<file path="src/rtl/mc_control_fsm.sv">
// mc_control_fsm: multicycle RV32I main controller sequencing fetch, decode, execute, memory and writeback
module mc_control_fsm #(
    parameter int STATE_W = 4
) (
    input  logic               clk,
    input  logic               reset,
    input  logic [6:0]         op,
    input  logic [2:0]         funct3,
    input  logic               funct7b5,
    input  logic               zero,
    input  logic               mem_ready,
    output logic               pc_write,
    output logic               adr_src,
    output logic               mem_write,
    output logic               ir_write,
    output logic [1:0]         result_src,
    output logic [1:0]         alu_src_a,
    output logic [1:0]         alu_src_b,
    output logic [2:0]         alu_control,
    output logic [1:0]         imm_src,
    output logic               reg_write,
    output logic               instr_done,
    output logic               halted,
    output logic [STATE_W-1:0] state
);
    typedef enum logic [3:0] {
        FETCH    = 4'd0,
        DECODE   = 4'd1,
        MEMADR   = 4'd2,
        MEMREAD  = 4'd3,
        MEMWB    = 4'd4,
        MEMWRITE = 4'd5,
        EXECUTER = 4'd6,
        ALUWB    = 4'd7,
        EXECUTEI = 4'd8,
        JAL      = 4'd9,
        BEQ      = 4'd10,
        TRAP     = 4'd15
    } state_t;

    typedef struct packed {
        logic       adr;
        logic [1:0] rsrc;
        logic [1:0] a;
        logic [1:0] b;
        logic [2:0] alu;
    } sel_t;

    localparam logic [6:0] OP_LW  = 7'b0000011;
    localparam logic [6:0] OP_SW  = 7'b0100011;
    localparam logic [6:0] OP_R   = 7'b0110011;
    localparam logic [6:0] OP_I   = 7'b0010011;
    localparam logic [6:0] OP_BEQ = 7'b1100011;
    localparam logic [6:0] OP_JAL = 7'b1101111;
    localparam sel_t SEL_FETCH = 10'b0_10_00_10_000;

    state_t st, nxt;
    sel_t   sel;
    logic   alu_f3_ok;

    // Datapath selects for the state being entered; the funct decode relies on the IR being stable after FETCH
    function automatic sel_t sel_of(input state_t s, input logic [2:0] f3, input logic f7);
        sel_t r;
        logic [2:0] fa;
        r  = '0;
        fa = f3 == 3'b000 ? ((s == EXECUTER && f7) ? 3'b001 : 3'b000) :
             f3 == 3'b010 ? 3'b101 :
             f3 == 3'b110 ? 3'b011 : 3'b010;
        case (s)
            FETCH:    r = SEL_FETCH;
            DECODE:   r = '{adr: 1'b0, rsrc: 2'b00, a: 2'b01, b: 2'b01, alu: 3'b000};
            MEMADR:   r = '{adr: 1'b0, rsrc: 2'b00, a: 2'b10, b: 2'b01, alu: 3'b000};
            MEMREAD:  r = '{adr: 1'b1, rsrc: 2'b00, a: 2'b00, b: 2'b00, alu: 3'b000};
            MEMWB:    r = '{adr: 1'b0, rsrc: 2'b01, a: 2'b00, b: 2'b00, alu: 3'b000};
            MEMWRITE: r = '{adr: 1'b1, rsrc: 2'b00, a: 2'b00, b: 2'b00, alu: 3'b000};
            EXECUTER: r = '{adr: 1'b0, rsrc: 2'b00, a: 2'b10, b: 2'b00, alu: fa};
            EXECUTEI: r = '{adr: 1'b0, rsrc: 2'b00, a: 2'b10, b: 2'b01, alu: fa};
            JAL:      r = '{adr: 1'b0, rsrc: 2'b00, a: 2'b01, b: 2'b10, alu: 3'b000};
            BEQ:      r = '{adr: 1'b0, rsrc: 2'b00, a: 2'b10, b: 2'b00, alu: 3'b001};
            default:  r = '0;
        endcase
        return r;
    endfunction

    assign alu_f3_ok = funct3 == 3'b000 || funct3 == 3'b010 || funct3 == 3'b110 || funct3 == 3'b111;

    // Next-state sequencing; illegal encodings fall into TRAP at DECODE
    always_comb begin
        nxt = st;
        case (st)
            FETCH:    nxt = mem_ready ? DECODE : FETCH;
            DECODE:   nxt = (op == OP_LW || op == OP_SW) ? (funct3 == 3'b010 ? MEMADR : TRAP) :
                            op == OP_R   ? (alu_f3_ok ? EXECUTER : TRAP) :
                            op == OP_I   ? (alu_f3_ok ? EXECUTEI : TRAP) :
                            op == OP_BEQ ? (funct3 == 3'b000 ? BEQ : TRAP) :
                            op == OP_JAL ? JAL : TRAP;
            MEMADR:   nxt = op == OP_LW ? MEMREAD : MEMWRITE;
            MEMREAD:  nxt = mem_ready ? MEMWB : MEMREAD;
            MEMWRITE: nxt = mem_ready ? FETCH : MEMWRITE;
            EXECUTER: nxt = ALUWB;
            EXECUTEI: nxt = ALUWB;
            JAL:      nxt = ALUWB;
            TRAP:     nxt = TRAP;
            default:  nxt = FETCH;
        endcase
    end

    // State plus registered Moore selects, computed from the state being entered
    always_ff @(posedge clk or posedge reset) begin
        if (reset) begin
            st     <= FETCH;
            sel    <= SEL_FETCH;
            halted <= 1'b0;
        end else begin
            st     <= nxt;
            sel    <= sel_of(nxt, funct3, funct7b5);
            halted <= nxt == TRAP;
        end
    end

    assign adr_src     = sel.adr;
    assign result_src  = sel.rsrc;
    assign alu_src_a   = sel.a;
    assign alu_src_b   = sel.b;
    assign alu_control = sel.alu;
    assign imm_src     = op == OP_SW ? 2'b01 : op == OP_BEQ ? 2'b10 : op == OP_JAL ? 2'b11 : 2'b00;
    assign pc_write    = !reset && ((st == FETCH && mem_ready) || st == JAL || (st == BEQ && zero));
    assign ir_write    = !reset && st == FETCH && mem_ready;
    assign mem_write   = !reset && st == MEMWRITE;
    assign reg_write   = !reset && (st == MEMWB || st == ALUWB);
    assign instr_done  = !reset && (st == MEMWB || st == ALUWB || st == BEQ || (st == MEMWRITE && mem_ready));
    assign state       = STATE_W'(st);
endmodule

</file>
<file path="config.mk">
export PLATFORM = sky130hd
export DESIGN_NAME = mc_control_fsm
export DESIGN_NICKNAME = d
export VERILOG_FILES = /design/src/rtl/mc_control_fsm.sv
export SDC_FILE = /design/constraint.sdc
export NUM_CORES = 1
export LEC_CHECK = 0
export ABC_CLOCK_PERIOD_IN_PS = 4400
export BUFFER_PORTS_ARGS = -buffer_cell sky130_fd_sc_hd__buf_4
export CORE_MARGIN = 1.5
export CORE_UTILIZATION = 40
export CTS_CLUSTER_SIZE = 30
export DETAILED_ROUTE_END_ITERATION = 12
export PLACE_DENSITY = 0.66
export SYNTH_ARGS = -nofsm -noshare
export SYNTH_HDL_FRONTEND = slang
export SYNTH_SLANG_ARGS = --single-unit
</file>
<file path="constraint.sdc">
create_clock -name clk -period 4.4 [get_ports clk]
set_input_delay 0.22 -clock clk [delete_from_list [all_inputs] [get_ports clk]]
set_output_delay 0.22 -clock clk [all_outputs]
set_load 0.1 [all_outputs]
</file>
==> results.yml, run 1 <==
finish:
  num_antenna_cells: 0
  area_growth_pct: 26.6
  instances_no_fill: 195
  num-nets-final: 180
  layout-drive-gt1-share: 0.360
  nFillCells: 280
  fin_util: 0.527
synthesis:
  synthCells: 130
  synth-seq-cells: 15
  synthTopCellsByArea: "dfrtp_1 (29%), dfstp_2 (4.7%), nor2b_1 (4.4%)"
  yosys.cell_count.top_type: "dfrtp_1"
  synthesis.area_um2: 1130
  synthesis.nets: 145
  synth_common_cells: "dfrtp_1 (13), nand2_1 (12), nor2_1 (9), nor2b_1 (8), o21ai_0 (7)"
  yosysTopAreaCellShare: 0.289
  synth_enable_flop_cells: 0
  yosys_warnings: 0
  async_flop_share: 1.00
  ys.flop_type: "dfrtp_1"
  yosysTopAreaCell: "dfrtp_1"
  ys_seq_area_frac: 0.335
  ys_types: 46
  syn_avg_cell_area_um2: 8.67
die:
  io_pins: 37
  dieArea_um2: 3150
  chipHeight_um: 56.1
  die_w_um: 56.1
  rows: 19
  start_util: 0.416
  design.core.area_um2: 2710
outcome:
  status: "finished, final reports clean"
cts:
  clockBufferDepth: 2
  post-cts-setup-buffer-count: 0
  clk_root_buffer_cell: "clkbuf_4"
  cts-resized-gates: 0
  clk_pin_slew_ps: 80
  cts_tree: "done"
  worst_skew_pair.late_latency_ps: 270
  clock_sinks: 15
  cts_max_level: 1
  hold_buffers: 0
  cts_buffers: 3
critical_path:
  crit_chain: "or2b_1 -> mux2i_1 -> a32oi_1 -> nor2_1 -> buf_4"
  cp_top_family: "flip-flops"
  worstPathArrival_ps: 1950
  path_depth: 5
  critical_path_required_ps: 4180
  crit_path_start_kind: "register"
  path_buf_inv: 1
  worstRegToRegCells: 6
  end_kind: "output pin"
  cp_max_fo: 17
  slowest_delay_ps: 660
  slowest_stage: "dfrtp_1"
  path_class: "register to output pin"
sta:
  worstMarginPinSlew_ps: 559
  drv_slew: 0
  min_period_ps: 2170
  setup_viol: 0
  rsz0062_at_grt: "no"
  hold_viol_final: 0
  maxSlewHeadroom: 0.627
  fin_crit_sh: 0.493
  max_freq_mhz: 461
  fin_setup_tns_ps: 0
  skew_ps: 1.86
  layout_setup_ws_ps: 2230
detailed_routing:
  dr_wl_met2_mm: 1.16
  wirelength_met1_mm: 1.17
  wl_per_cell_um: 12.7
  met3_length_um: 128
  drcViolationCount: 0
  highest_layer: "met4"
  vias: 1054
  drtPass1Iterations: 4
  ant_nets: 0
  viasPerCell: 5.41
  drtIter0Drc: 22
  routed_wirelength_mm: 2.47
placed_design:
  dp.cells: 191
  dp_hpwl_mm: 1.91
  place_ws_ps: 2360
  place_congestion: 0.790
  io_buffers: 36
global_routing:
  grt_overflow: 0
  grt_max_degree: 18
  antenna_found_initial: 0
  grt_pass1_vias: 934
  grt_usage: 0.165
  grt_pass1_wl_mm: 4.24
flow_run:
  cap_viol_max_count: 0
min_path:
  hp-class: "input pin to async pin"
[flip-flops by register name, summed over array words and instances (netlist names)]
register / flops
alu_src_b: 2
alu_control: 3
adr_src: 1
state: 4
halted: 1
alu_src_a: 2
result_src: 2
[per-stage QoR]
stage	instance area, µm²	hold slack [ps]
2_1_floorplan	1130	125
3_3_place_gp	1400	323
3_5_place_dp	1400	335
4_1_cts	1430	33.7
5_1_grt	1430	48.7
6_report	1430	21.8
[worst paths after layout]
kind	from	end	slack [ps]
max in group asynchronous	reset	result_src[1]	4010
min in group clk	funct3[1]	alu_control[2]	220
hold / removal	reset	state[0]	20
setup reg to reg	state[0]	alu_control[1]	2380
hold reg to reg	state[1]	result_src[0]	750
setup / recovery	state[2]	instr_done	2230
[worst register-to-register path, stage by stage (launching register included)]
cell       delay (ps)
dfrtp_1           610
nor4b_2           420
nand2_1            90
a2bb2oi_1         150
o21ai_2           290
nand3_2           110
a211oi_1          250
[per-layer routing]
metal	vias up	GRT usage
li1	536	-
met2	33	0.271
met5	-	0
met3	2	0.0349
met1	483	0.225
met4	0	0.0340
[logic make-up after synthesis]
family | after synthesis | synth area share
AO/OA/AOI/OAI | 31 | 0.195
multiplexers | 2 | 0.0178
flip-flops | 15 | 0.335
AND/OR/NAND/NOR | 69 | 0.382
XOR/XNOR | 2 | 0.0155
buffers and inverters | 11 | 0.0544
[cells in the final DEF (no fill, tap or decap), types with 3 or more instances in the layout]
cell,Yosys,routed
buf_4,0,36
dfrtp_1,13,13
nand2_1,12,12
nor2_1,9,9
nor2b_1,8,8
o21ai_0,7,7
a21oi_1,5,5
nand2b_1,5,5
nor3_1,5,5
and3_1,4,4
nand3_1,4,4
inv_1,4,4
nor3_2,3,3
clkbuf_4,0,3
[area by class of cell]
cell class | instances | area [µm²] | area share
inverters | 5 | 18.8 | 0.0131
clock inverters | 1 | 5.00 | 0.00351
clock buffers | 3 | 22.5 | 0.0158
flip-flops and latches | 15 | 378 | 0.265
well taps | 31 | 38.8 | 0.0272
multi-input cells | 104 | 694 | 0.486
repair buffers | 36 | 270 | 0.189
Power of run 1 is not shown: default switching activity piles up to over one toggle a cycle in this logic, so the estimate is an artifact.
==> run 2: changes to the inputs <==
- ABC_AREA: not set -> 1
- ABC_CLOCK_PERIOD_IN_PS: 4400 -> 1850
- PLACE_DENSITY: 0.66 -> 0.69
- clock period: 4.4 -> 1.85 ns (I/O delays scaled with it)
==> results.yml, run 2 <==
synthesis:
  synthesis.area_um2: 1060
  synth_enable_flop_cells: 0
  synth_common_cells: "nand2_1 (47), nor2_1 (24), inv_1 (21), dfrtp_1 (13), nand3_1 (13)"
  yosys.cell_count.top_type: "nand2_1"
  synthesis.nets: 180
  ys.flop_type: "dfrtp_1"
  async_flop_share: 1.00
  yosysTopAreaCell: "dfrtp_1"
  yosysTopAreaCellShare: 0.306
  synthTopCellsByArea: "dfrtp_1 (31%), nand2_1 (17%), nor2_1 (8.5%)"
  ys_types: 21
  synthCells: 165
  synth-seq-cells: 15
  yosys_warnings: 0
  ys_seq_area_frac: 0.356
  syn_avg_cell_area_um2: 6.44
min_path:
  hp-class: "input pin to register"
  worstHoldStart: "funct3[2]"
global_routing:
  grt_max_degree: 16
  gr-usage-met3: 0.0164
  grt_pass1_wl_mm: 4.36
  met1_usage: 0.261
  grt_usage: 0.205
  antenna_found_initial: 0
  grt_overflow: 0
  grt_util_met2: 0.359
  grt_pass1_vias: 1034
  grt-busiest-layer: "met2"
critical_path:
  worstPathArrival_ps: 1670
  end_kind: "output pin"
  critical_path_required_ps: 1760
  path_class: "register to output pin"
  r2r-start: "state[1]"
  cp-startpoint: "state[1]"
  crit_path_start_kind: "register"
  cp_max_fo: 5
detailed_routing:
  drtPass1Iterations: 4
  drtIter0Drc: 31
  ant_nets: 0
  drcViolationCount: 0
  viasPerCell: 4.88
  wl_per_cell_um: 11.2
  routed_wirelength_mm: 2.67
  vias: 1162
sta:
  maxSlewHeadroom: 0.626
  min_period_ps: 1770
  hold_viol_final: 0
  setup_viol: 0
  timing.hold.ws_ps: 76.5
  rsz0062_at_grt: "yes"
  layout_setup_ws_ps: 85.0
  fin_crit_sh: 0.954
  max_freq_mhz: 567
  skew_ps: 9.14
  worstMarginPinSlew_ps: 560
  drv_slew: 0
finish:
  layout_commonest_cell: "nand2_1"
  area_growth_pct: 45.7
  num-nets-final: 224
  layout-drive-gt1-share: 0.418
  largest_reg_flops: 4
  layout_common_cells: "nand2_1 (47), buf_4 (36), nor2_1 (21), inv_1 (21), nand3_1 (13)"
  final_cell_area_um2: 1550
  num_antenna_cells: 0
cts:
  worst_skew_pair.late_latency_ps: 300
  cts_buffers: 3
  cts_tree: "done"
  clock_sinks: 15
  clockBufferDepth: 2
  clk_root_buffer_cell: "clkbuf_4"
  clk_pin_slew_ps: 90
  cts_max_level: 1
die:
  start_util: 0.425
  io_pins: 37
  chipHeight_um: 54.5
  rows: 18
  dieArea_um2: 2970
  die_w_um: 54.5
  design.core.area_um2: 2500
flow_run:
  cap_viol_max_count: 0
placed_design:
  dp_hpwl_mm: 2.17
  placed_area_um2: 1460
  place_ws_ps: 80.2
  place_congestion: 0.864
  io_buffers: 36
power_and_ir_drop:
  power_density_nw_per_um2: 387
  power_uw: 600
  peakVddDrop_v: 0.000277
  p_leak_uw: 0.000808
outcome:
  status: "finished, final reports clean"
run 2: path summary, 6_finish.rpt:
| check | end | slack [ps] | cells after the start |
|---|---|---|---|
| max reg2reg | alu_src_a[1] | 80 | 11 |
| max | pc_write | 80 | 7 |
| min reg2reg | result_src[0] | 680 | 3 |
| max in group asynchronous | state[1] | 930 | 3 |
| min | alu_control[1] | 80 | 3 |
| min in group asynchronous | adr_src | 510 | 3 |
run 2: final cells by class:
cell class / count / area, µm²
Multi-Input combinational cell: 121 / 687
Inverter: 29 / 109
Clock buffer: 4 / 26.3
Fill cell: 218 / 952
Sequential cell: 15 / 385
Tap cell: 30 / 37.5
Timing Repair Buffer: 39 / 303
run 2: per-stage QoR:
stage | TNS (ps) | utilization | cells
detailed placement | 0 | 0.586 | 232
CTS | 0 | 0.602 | 237
global placement | 0 | 0.586 | 232
floorplan | 0 | - | 165
global route | -3.68 | 0.619 | 238
finish | 0 | 0.619 | 238
run 2: repair_timing:
item	4_1_cts	5_1_grt
gates resized for setup	1	8
endpoints found under the hold margin	13	0
hold buffers	1	0
buffers inserted	0	1
endpoints found under the setup margin	1	8
pin swaps	0	2
run 2: logic make-up (layout without fill, tap and decap cells):
| kind of cell | count (synthesis) | in the layout | share of synthesized area |
|---|---|---|---|
| DFF | 15 | 15 | 0.356 |
| buffers and inverters | 29 | 72 | 0.102 |
| and+or+nand+nor | 111 | 111 | 0.484 |
| AOI/OAI and AO/OA | 10 | 10 | 0.0577 |
run 2: power by group:
group,total [µW],internal [µW],switching [µW]
Clock,195,84.1,111
Sequential,328,328,0
Combinational,77.2,29.9,47.3
run 2: metal layers:
layer,up-vias,part of all wire,wire [µm]
met4,0,0.020,54
met2,28,0.52,1400
li1,591,-,-
met5,-,0,0
met1,538,0.43,1150
met3,5,0.028,75
run 2: worst max-delay path, stage by stage, from the launching register on:
cell     delay, ps
dfrtp_4        450
inv_2           60
nor2_2         140
inv_1           70
nor2_1         140
nand2_1        110
a31oi_4        170
buf_6          240
Power figures use the tool's default switching activity.
